<file path="src/rtl/cpu_clock_controller.sv">
`default_nettype none
// ============================================================================
// cpu_clock_controller: halt/step/slow/fast clock-enable sequencer for the core
// Rev 1.0
// ============================================================================
module cpu_clock_controller #(
  parameter int DIV_SLOW = 5000000,
  parameter int DEBOUNCE = 1000000
) (
  input  logic        primitive_clk,
  input  logic        rst,
  input  logic [1:0]  mode,
  input  logic        step_btn,
  input  logic        cpu_halt,
  input  logic        resume,
  output logic        clk_en,
  output logic        halted,
  output logic [1:0]  state,
  output logic [31:0] cycle_count
);

  localparam int DIV_W = (DIV_SLOW > 1) ? $clog2(DIV_SLOW) : 1;
  localparam int DB_W  = (DEBOUNCE > 1) ? $clog2(DEBOUNCE) : 1;
  localparam logic [DIV_W-1:0] DIV_LAST = DIV_W'(DIV_SLOW - 1);
  localparam logic [DB_W-1:0]  DB_LAST  = DB_W'(DEBOUNCE - 1);

  typedef enum logic [1:0] {
    MODE_HALT = 2'b00,
    MODE_STEP = 2'b01,
    MODE_SLOW = 2'b10,
    MODE_FAST = 2'b11
  } mode_t;

  mode_t            mode_q;
  logic [DIV_W-1:0] div_cnt;
  logic [DB_W-1:0]  db_cnt;
  logic             s1;
  logic             s2;
  logic             db_level;
  logic             db_prev;
  logic             block;
  logic             db_rise;

  assign block   = cpu_halt | halted;
  assign db_rise = db_level & ~db_prev;
  assign state   = mode_q;

  always_ff @(posedge primitive_clk) begin
    if (rst) begin
      mode_q      <= MODE_HALT;
      div_cnt     <= '0;
      db_cnt      <= '0;
      s1          <= 1'b0;
      s2          <= 1'b0;
      db_level    <= 1'b0;
      db_prev     <= 1'b0;
      halted      <= 1'b0;
      clk_en      <= 1'b0;
      cycle_count <= '0;
    end else begin
      mode_q  <= mode_t'(mode);
      s1      <= step_btn;
      s2      <= s1;
      db_prev <= db_level;

      // Level only moves after DEBOUNCE consecutive disagreeing samples.
      if (s2 == db_level) begin
        db_cnt <= '0;
      end else if (db_cnt == DB_LAST) begin
        db_level <= s2;
        db_cnt   <= '0;
      end else begin
        db_cnt <= db_cnt + 1'b1;
      end

      if (cpu_halt) begin
        halted <= 1'b1;
      end else if (resume) begin
        halted <= 1'b0;
      end

      if ((mode_t'(mode) != mode_q) || resume) begin
        div_cnt <= '0;
      end else if ((mode_q == MODE_SLOW) && !block) begin
        div_cnt <= (div_cnt == DIV_LAST) ? '0 : div_cnt + 1'b1;
      end

      case (mode_q)
        MODE_FAST: clk_en <= !block;
        MODE_SLOW: clk_en <= (div_cnt == DIV_LAST) && !block;
        MODE_STEP: clk_en <= db_rise && !block;
        default:   clk_en <= 1'b0;
      endcase

      if (clk_en && (cycle_count != 32'hFFFF_FFFF)) begin
        cycle_count <= cycle_count + 32'd1;
      end
    end
  end

endmodule
`default_nettype wire

</file>
<file path="config.mk">
export PLATFORM = sky130hd
export DESIGN_NAME = cpu_clock_controller
export DESIGN_NICKNAME = d
export VERILOG_FILES = /design/src/rtl/cpu_clock_controller.sv
export SDC_FILE = /design/constraint.sdc
export NUM_CORES = 1
export LEC_CHECK = 0
export BUFFER_PORTS_ARGS = -buffer_cell sky130_fd_sc_hd__buf_2
export CORE_UTILIZATION = 46
export DETAILED_ROUTE_END_ITERATION = 10
export HOLD_SLACK_MARGIN = 0.05
export PLACE_DENSITY_LB_ADDON = 0.05
export SYNTH_ARGS = -nofsm -noshare
export SYNTH_HDL_FRONTEND = slang
export SYNTH_SLANG_ARGS = --single-unit
</file>
<file path="constraint.sdc">
create_clock -name primitive_clk -period 6.13 [get_ports primitive_clk]
set_clock_uncertainty 0.15 [all_clocks]
set_input_delay 0.9195 -clock primitive_clk [delete_from_list [all_inputs] [get_ports primitive_clk]]
set_output_delay 0.9195 -clock primitive_clk [all_outputs]
set_load 0.005 [all_outputs]
</file>
* After elaboration in Yosys (flattened, before gate mapping) *
Cells that the tools add are included.
Widths: inputs -> output; s select.

operators by class
  $lt $le $gt $ge = 0
  add/sub/neg operators = 3
  bitwise gates (word level) = 4
  eq/ne operators = 8
  shift operators = 0
  multiplexer cells = 4
  div/mod/pow operators = 0
  reduce and logical (&&, ||, !) cells = 10
  multiply operators = 0

operators with widths
  kind                   count
  $add 32x1->32 const B  1
  $ne 32x32->1 const B   1
  $add 23x1->23 const B  1
  $eq 23x23->1 const B   1
  $mux 23                1
  $add 20x1->20 const B  1
  $eq 20x20->1 const B   1
  $eq 2x2->1 const B     2
  $logic_and 1x1->1      4
  $pmux 1 s3             1
  $reduce_or 3->1        1
  $eq 2x1->1 const B     1
  $mux 1                 2
  $ne 2x2->1             1
  $not 1->1              2
  $reduce_and 2->1       1
  $reduce_bool 2->1      1
  $reduce_or 2->1        1
  $and 1x1->1            1
  $eq 1x1->1             1
  $logic_not 1->1        1
  $logic_or 1x1->1       1
  $or 1x1->1             1

word-level totals
  RAM bits = 0
  bits in read-only memories = 0
  register bits after elaboration = 83
  memories kept = 0
  latch bits = 0
  input bits = 7

* Longest topological paths before layout *
Gate-level depths: netlist of the first run.

  depth in word-level cells = 4
  mapped depth = 9

* Worst setup path before layout of the first run *
OpenSTA, ideal clock, no wires.

  kind = in2reg
  start point = input port cpu_halt
  end point = register div_cnt[16]
  stages = 7
  data required time = 5.852 ns
  arrival time = 2.293 ns
  buffers on the path = 2
  path slack = 3.560 ns
  cell sequence = or3b_1 -> buf_2 -> or2_2 -> buf_6 -> nor4_2 -> xnor2_1 -> nor2_1

between the ends
  word-level cells in the longest chain between the ends = 3

ends and longest elaborated chain
  element                 RTL line  text
  start: declaration      14        input logic cpu_halt,
  $or 1x1->1              44        assign block = cpu_halt | halted;
  $logic_not 1->1         84        end else if ((mode_q == MODE_SLOW) && !block) begin
  $logic_and 1x1->1       84
  end signal: assignment  85        div_cnt <= (div_cnt == DIV_LAST) ? '0 : div_cnt + 1'b1;
  end: declaration        35        logic [DIV_W-1:0] div_cnt;

No other way between the ends.
A chain may end at the register's enable or synchronous reset.

* Final worst setup path of the first run *
  start point = register cycle_count[0]
  end point = register cycle_count[15]

between the ends
  word-level cells in the longest chain between the ends = 2

ends and longest elaborated chain
  element                                                                RTL line  text
  start: declaration                                                     19        output logic [31:0] cycle_count
  start signal: assignment                                               96        cycle_count <= cycle_count + 32'd1;
  parallel branches: the longest is 2 deep, another holds $add 32x1->32  --

Several ways; the timed one is not identified.

==> impl_summary.txt, run 1 <==
----------------------------------------------------
[Placement]
  Routability congestion estimate ... 0.789
  Minimum setup slack after placement ... 3.29 ns
  DP HPWL ... 5570 µm
  I/O Buffers ... 42

[Floorplanning]
  Die Ht ... 94.8 µm
  DIE WIDTH ... 94.8 µm
  Initial Util ... 47.8%
  Number of placed I/O pins ... 43
  Placeable core region ... 8300 µm²
  Cell row count ... 33
  Total Die Area ... 8990 µm²

[Synth]
  Dominant cells by area after synthesis ... dfxtp_1, nor2_1, xnor2_1
  EDFF count, synth ... 0
  Post-synthesis average cell area ... 8.60 µm²
  Yosys synthesis warning count ... 0
  Predominant post-synthesis flop cell ... dfxtp_1
  Number of nets in the synthesized netlist ... 475
  Cell area after synthesis ... 3970 µm²
  Sequential-to-total area share from yosys stat ... 41.9%
  Share of flip-flops with an asynchronous set or reset ... 0%
  Top cell type by total area after synthesis ... dfxtp_1
  #FFs+latches synth ... 83
  Share of the synthesized area in the top cell type ... 41.9%
  Synthesized instance count ... 461
  Number of distinct library cells after synthesis ... 51

[Flow run]
  Max-Cap Viols ... 0

[Timing]
  Transition time of the tightest slew-check pin ... 0.803 ns
  Share of the clock period used by the worst path ... 42.1%
  RSZ-0062 raised after global routing ... false
  Maximum operating frequency ... 0.388 GHz
  Min Clock Period, post-route ... 2.58 ns
  Setup TNS ... 0 ns
  # setup viols final ... 0
  Final worst slack ... 3.55 ns
  Final-report hold violation count ... 0
  Pins over their slew limit ... 0
  Worst slack on hold paths ... 0.313 ns
  Worst slew margin ... 46.5%

[Cells and area]
  Nets ... 512
  Area Growth Syn to Fin ... 11.6%
  Fillers ... 816
  Core occupancy in the finished layout ... 53.3%
  Proportion of layout cells with a drive suffix above 1 ... 15.3%
  Count of antenna diodes in the layout ... 0

[Pwr]
  Part of the total power dissipated in the clock network ... 41.2%
  Net switching power ... 0.217 mW
  Peak VDD IR ... 0.0921 mV
  Power density of the placed cells ... 216 nW/µm²
  Share of power burned in registers ... 56.9%
  Power, Total ... 0.955 mW
  Leakage Power ... 1.42 nW
  Internal power summed over all cells ... 0.738 mW
  Switching portion of total power ... 22.7%
  Combinational share of power ... 2.0%

[Clock network]
  CTS Root Cell ... clkbuf_8
  Number of buffers added to fix hold violations after cts ... 0
  TritonCTS clock tree ... yes
  Post-cts gate resize count ... 0
  Setup Fix Bufs, Post-CTS ... 0
  CTS clk-pin slew, worst paths ... 0.09 ns
  Later-pin clock latency in the skew report ... 0.35 ns
  Number of buffers inserted during clock tree synthesis ... 9
  Depth of the CTS H-tree ... 3
  Max Buffers Root-to-Sink ... 2
  Sink Count ... 83

[Critical path]
  CP Data Required Time ... 6.22 ns
  Setup slack, reg-to-reg ... 3.55 ns
  Type of element launching the critical path ... flip-flop
  Endpoint of the lowest-slack register-to-register path ... cycle_count[15]$_SDFFE_PP0P_
  FF-to-FF path depth ... 6
  Launch instance of the worst register-to-register path ... cycle_count[0]$_SDFFE_PP0P_
  Type of element capturing the critical path ... flip-flop
  Critical Setup Path Class ... reg2reg
  Biggest fanout along the worst timing path ... 24
  Worst endpoint data arrival time ... 2.67 ns

[Detailed routing]
  Post-DRT Antenna Nets ... 0
  Final routed DRC violation total ... 0
  DRT iter0 DRCs ... 55
  Total Routed Length ... 7930 µm
  Drt pass-1 iters ... 6
  Vias after detailed routing ... 3,310
  Per-cell routed wire length ... 13.0 µm
  Routed vias/inst ... 5.44

[Worst hold path]
  Count of cells along the worst hold path ... 1
  Class of the tightest hold or removal check ... reg2reg
  Launch instance of the worst min-delay path ... s1$_SDFF_PP0_
  Destination of the worst hold path ... s2$_SDFF_PP0_

[GRT]
  Total congestion overflow after global routing ... 0
  Pin count of the biggest net entering global routing ... 46
  Initial antenna violation count ... 0
  Overall fraction of global-route tracks in use ... 19.1%
  Global-route wire length before repair ... 13,700 µm
  Number of global-route vias before repair ... 3,018

[Outcome]
  Status ... finished clean

----------------------------------------------------
-- metrics by stage --
| step | cell area (µm²) | cells |
|---|---|---|
| after global routing | 4420 | 608 |
| after detailed placement | 4230 | 592 |
| after floorplan | 3970 | 461 |
| after global placement | 4230 | 592 |
| final | 4420 | 608 |
| after CTS | 4420 | 608 |
-- power by group through the flow --
stage / registers, mW / logic, mW / clock network [mW]
2_1_floorplan: 0.555 / 0.0126 / 0
3_3_place_gp: 0.556 / 0.0191 / 0
3_5_place_dp: 0.556 / 0.0194 / 0
4_1_cts: 0.543 / 0.0195 / 0.411
5_1_grt: 0.544 / 0.0217 / 0.432
6_report: 0.543 / 0.0189 / 0.393
-- worst max path at each step --
| stage | start | to | slack [ns] | depth (start not counted) |
|---|---|---|---|---|
| 2_1_floorplan | cpu_halt | div_cnt[16]$_SDFFE_PP0P_ | 3.56 | 7 |
| 3_3_place_gp | cpu_halt | div_cnt[13]$_SDFFE_PP0P_ | 3.34 | 6 |
| 3_5_place_dp | cpu_halt | div_cnt[13]$_SDFFE_PP0P_ | 3.29 | 6 |
| 4_1_cts | cycle_count[0]$_SDFFE_PP0P_ | cycle_count[15]$_SDFFE_PP0P_ | 3.53 | 6 |
| 5_1_grt | cycle_count[0]$_SDFFE_PP0P_ | cycle_count[15]$_SDFFE_PP0P_ | 3.39 | 6 |
| 6_report | cycle_count[0]$_SDFFE_PP0P_ | cycle_count[15]$_SDFFE_PP0P_ | 3.55 | 6 |
-- registers in the layout, summed over array words and instances (netlist names) --
| register | count |
|---|---|
| db_prev | 1 |
| state | 2 |
| halted | 1 |
| s1 | 1 |
| cycle_count | 32 |
| db_cnt | 20 |
| div_cnt | 23 |
| s2 | 1 |
| db_level | 1 |
| clk_en | 1 |
-- cells by family after synthesis --
family | synth area share [%]
mux | 1.45
fa+ha+maj | 2.21
flops | 41.9
xor+xnor | 10.6
simple gates | 32.3
compound gates | 8.24
buf+inv | 3.34
-- routing by layer --
metal,wire [µm],global-route usage (%)
met1,3960,24.2
met2,3580,30.9
met3,312,6.20
met4,79,5.56
met5,0,0
-- critical path, cell delays in order, from the launching register on --
cell,delay [ns]
dfxtp_1,0.45
ha_1,0.28
nand4_1,0.16
or4_4,0.47
o21ai_4,0.50
nor2_1,0.14
mux2_4,0.32
-- cell usage in the layout (no fill, tap or decap), types with 3 or more instances in the layout --
| cell type | instances |
|---|---|
| or4_1 | 9 |
| and4_1 | 6 |
| nand2_1 | 32 |
| inv_6 | 3 |
| nand4_1 | 18 |
| dfxtp_1 | 83 |
| inv_1 | 12 |
| nor3_1 | 15 |
| a21oi_1 | 24 |
| o21ai_0 | 13 |
| ha_1 | 7 |
| clkbuf_8 | 9 |
| nor2b_1 | 8 |
| or3_1 | 16 |
| buf_2 | 42 |
| nand4b_1 | 4 |
| nor4_1 | 7 |
| nor4_2 | 5 |
| xor2_1 | 21 |
| nand3_1 | 31 |
| nor2_1 | 67 |
| xnor2_1 | 27 |
| o31ai_1 | 5 |
-- layout make-up --
class	instances	area [µm²]	area share, %
inverter	12	45.0	1.02
timing repair buffer	43	218	4.92
sequential	83	1660	37.6
clock inverter	7	73.8	1.67
tap	105	131	2.97
multi-input combinational	349	2170	49.1
clock buffer	9	124	2.80
-- cells in the mapped netlist, types with 2 or more instances --
library cell,n
o31ai_1,5
nor4_1,7
buf_6,2
dfxtp_1,83
ha_1,7
nand2_1,32
xnor2_1,27
mux2_2,2
nor2_1,67
nand4b_1,4
buf_2,4
and4_1,6
nor3b_1,2
mux2i_1,2
and3_1,2
inv_1,12
nor3_1,15
nor2b_1,8
nor4_2,5
clkbuf_1,9
o21ai_0,13
xor2_1,21
nand4_1,18
or4_1,9
o21ba_2,2
a21oi_1,24
o41ai_1,2
nor4b_1,2
or3_1,16
nand3_1,31
or2_2,2
No activity file was read; power rests on OpenSTA's default activity.
==> run 2, diff against run 1 <==
==> constraint.sdc (replaced) <==
create_clock -name primitive_clk -period 2.6 [get_ports primitive_clk]
set_clock_uncertainty 0.15 [all_clocks]
set_input_delay 0.39 -clock primitive_clk [delete_from_list [all_inputs] [get_ports primitive_clk]]
set_output_delay 0.39 -clock primitive_clk [all_outputs]
set_load 0.005 [all_outputs]
==> run 2 against run 1 <==
Net effect:
- worst hold slack worse by 0.19 ns
- global-route usage rose by 0.80 points
- critical path type unchanged
- critical path depth up 1
- die area is the same
- critical endpoint is now cycle_count[1]$_SDFFE_PP0P_
==> impl_summary.txt, run 2 (synthesized netlist as in run 1, its figures left out) <==
----------------------------------------------------
[Detailed routing]
  Final routed DRC violation total ... 0 (unchanged)
  DRT iter0 DRCs ... 62 (+13%)
  Drt pass-1 iters ... 4 (-2)
  Routed vias/inst ... 5.45 (about the same)
  Per-cell routed wire length ... 13.6 µm (+4.0%)
  Post-DRT Antenna Nets ... 0 (unchanged)
  Total Routed Length ... 8430 µm (+6.3%)
  Vias after detailed routing ... 3,384 (+2.2%)

[GRT]
  Overall fraction of global-route tracks in use ... 19.9% (+0.80 points)
  Number of global-route vias before repair ... 3,042 (+0.80%)
  Initial antenna violation count ... 0 (unchanged)
  Global-route wire length before repair ... 14,200 µm (+3.5%)
  Total congestion overflow after global routing ... 0 (unchanged)
  Pin count of the biggest net entering global routing ... 45 (-2.2%)

[Floorplanning]
  DIE WIDTH ... 94.8 µm (unchanged)
  Initial Util ... 47.8% (unchanged)
  Cell row count ... 33 (unchanged)
  Total Die Area ... 8990 µm² (unchanged)
  Placeable core region ... 8300 µm² (unchanged)
  Die Ht ... 94.8 µm (unchanged)
  Number of placed I/O pins ... 43 (unchanged)

[Cells and area]
  Post-route cell area ... 4510 µm² (+1.9%)
  Proportion of layout cells with a drive suffix above 1 ... 17.4% (+2.1 points)
  Post-layout instance count excluding filler cells ... 621 (+2.1%)
  Top register by number of flip-flops ... cycle_count
  Most used cells in the layout excluding fill and tap cells ... dfxtp_1, nor2_1, buf_2, nand2_1, nand3_1
  Largest registers ranked by flip-flop count ... cycle_count (32), div_cnt (23), db_cnt (20)
  Leading cell type in the layout, fill and taps excluded ... dfxtp_1
  Core occupancy in the finished layout ... 54.3% (+1.0 points)
  Fillers ... 809 (-0.86%)
  Count of antenna diodes in the layout ... 0 (unchanged)
  Area Growth Syn to Fin ... 13.7%
  Flip-flop count of the largest register, all copies and words added ... 32 (unchanged)
  Nets ... 525 (+2.5%)

[Clock network]
  Max Buffers Root-to-Sink ... 2 (unchanged)
  Later-pin clock latency in the skew report ... 0.35 ns (about the same)
  CTS clk-pin slew, worst paths ... 0.09 ns (about the same)
  TritonCTS clock tree ... yes
  Number of buffers inserted during clock tree synthesis ... 9 (unchanged)
  CTS Root Cell ... clkbuf_8
  Post-cts gate resize count ... 0 (unchanged)
  Sink Count ... 83 (unchanged)
  Number of buffers added to fix hold violations after cts ... 0 (unchanged)
  Depth of the CTS H-tree ... 3 (unchanged)
  Setup Fix Bufs, Post-CTS ... 0 (unchanged)

[Timing]
  Pins over their slew limit ... 0 (unchanged)
  RSZ-0062 raised after global routing ... false
  Maximum operating frequency ... 0.421 GHz (+8.5%)
  Setup TNS ... 0 ns (unchanged)
  Worst slack on hold paths ... 0.122 ns (-0.191 ns)
  Final worst slack ... 0.224 ns (-3.33 ns)
  Worst slew margin ... 61.3% (+15 points)
  Transition time of the tightest slew-check pin ... 0.580 ns (-0.223 ns)
  Min Clock Period, post-route ... 2.38 ns (-0.203 ns)
  # setup viols final ... 0 (unchanged)
  Final-report hold violation count ... 0 (unchanged)
  Share of the clock period used by the worst path ... 91.4% (+49 points)

[Worst hold path]
  Destination of the worst hold path ... s1$_SDFF_PP0_
  Launch instance of the worst min-delay path ... step_btn
  Count of cells along the worst hold path ... 2 (+1)
  Class of the tightest hold or removal check ... in2reg

[Placement]
  DP HPWL ... 5990 µm (+7.4%)
  Area after DPL ... 4320 µm² (+2.3%)
  I/O Buffers ... 42 (unchanged)
  Minimum setup slack after placement ... 0.279 ns (-3.02 ns)
  Inst Count DP ... 605 (+2.2%)
  Routability congestion estimate ... 0.748 (-5.2%)

[Flow run]
  Max-Cap Viols ... 0 (unchanged)

[Critical path]
  Endpoint of the lowest-slack register-to-register path ... cycle_count[1]$_SDFFE_PP0P_
  FF-to-FF path depth ... 7 (+1)
  Worst endpoint data arrival time ... 2.46 ns (-0.21 ns)
  Setup slack, reg-to-reg ... 0.22 ns (-3.33 ns)
  Critical Setup Path Class ... reg2reg
  Type of element capturing the critical path ... flip-flop
  Biggest fanout along the worst timing path ... 11 (-54%)
  CP Data Required Time ... 2.68 ns (-3.54 ns)
  Launch instance of the worst register-to-register path ... cycle_count[0]$_SDFFE_PP0P_
  Type of element launching the critical path ... flip-flop

[Pwr]
  Peak VDD IR ... 0.247 mV (+170%)
  Power, Total ... 2.20 mW (+130%)
  Leakage Power ... 1.47 nW (+3.9%)
  Power density of the placed cells ... 489 nW/µm² (+130%)

[Outcome]
  Status ... finished clean

----------------------------------------------------
run 2: worst max-delay path: stages (launching register included):
cell and delay, ns:
dfxtp_1 0.45, ha_1 0.27, nand4_1 0.16, or4_4 0.48, o21ai_4 0.30, buf_4 0.21, mux2i_1 0.18, nor2_1 0.05
run 2: how the worst max path moves through the flow:
stage / startpoint / endpoint / slack (ns) / cells after the start
after floorplan: state[0]$_SDFF_PP0_ / div_cnt[16]$_SDFFE_PP0P_ / 0.39 / 9
after global placement: cycle_count[25]$_SDFFE_PP0P_ / cycle_count[1]$_SDFFE_PP0P_ / 0.33 / 6
after detailed placement: cycle_count[0]$_SDFFE_PP0P_ / cycle_count[1]$_SDFFE_PP0P_ / 0.28 / 7
after CTS: cycle_count[0]$_SDFFE_PP0P_ / cycle_count[1]$_SDFFE_PP0P_ / 0.24 / 7
after global routing: cycle_count[0]$_SDFFE_PP0P_ / cycle_count[1]$_SDFFE_PP0P_ / 0.07 / 7
final: cycle_count[0]$_SDFFE_PP0P_ / cycle_count[1]$_SDFFE_PP0P_ / 0.22 / 7
run 2: where the power goes:
group | leakage (nW) | internal, mW | total, mW | switching, mW
Clock | 0.0908 | 0.362 | 0.875 | 0.512
Sequential | 0.670 | 1.27 | 1.28 | 0.00483
Combinational | 0.714 | 0.0177 | 0.0492 | 0.0315
Total | 1.47 | 1.65 | 2.20 | 0.548
run 2: routing by layer:
metal	GRT usage [%]	up-vias	part of all wire, %	routed length (µm)
li1	-	1730	-	-
met1	26.0	1588	49	4130
met2	32.4	56	46	3880
met3	4.11	10	3.6	303
met4	7.07	0	1.4	120
met5	0	-	0	0
run 2: layout make-up:
type,count,area (µm²),area share (%)
inverter,12,45.0,0.999
clock inverter,7,60.1,1.33
multi-input combinational,349,2170,48.2
sequential,83,1660,36.9
timing repair buffer,56,315,6.99
tap,105,131,2.91
clock buffer,9,124,2.75
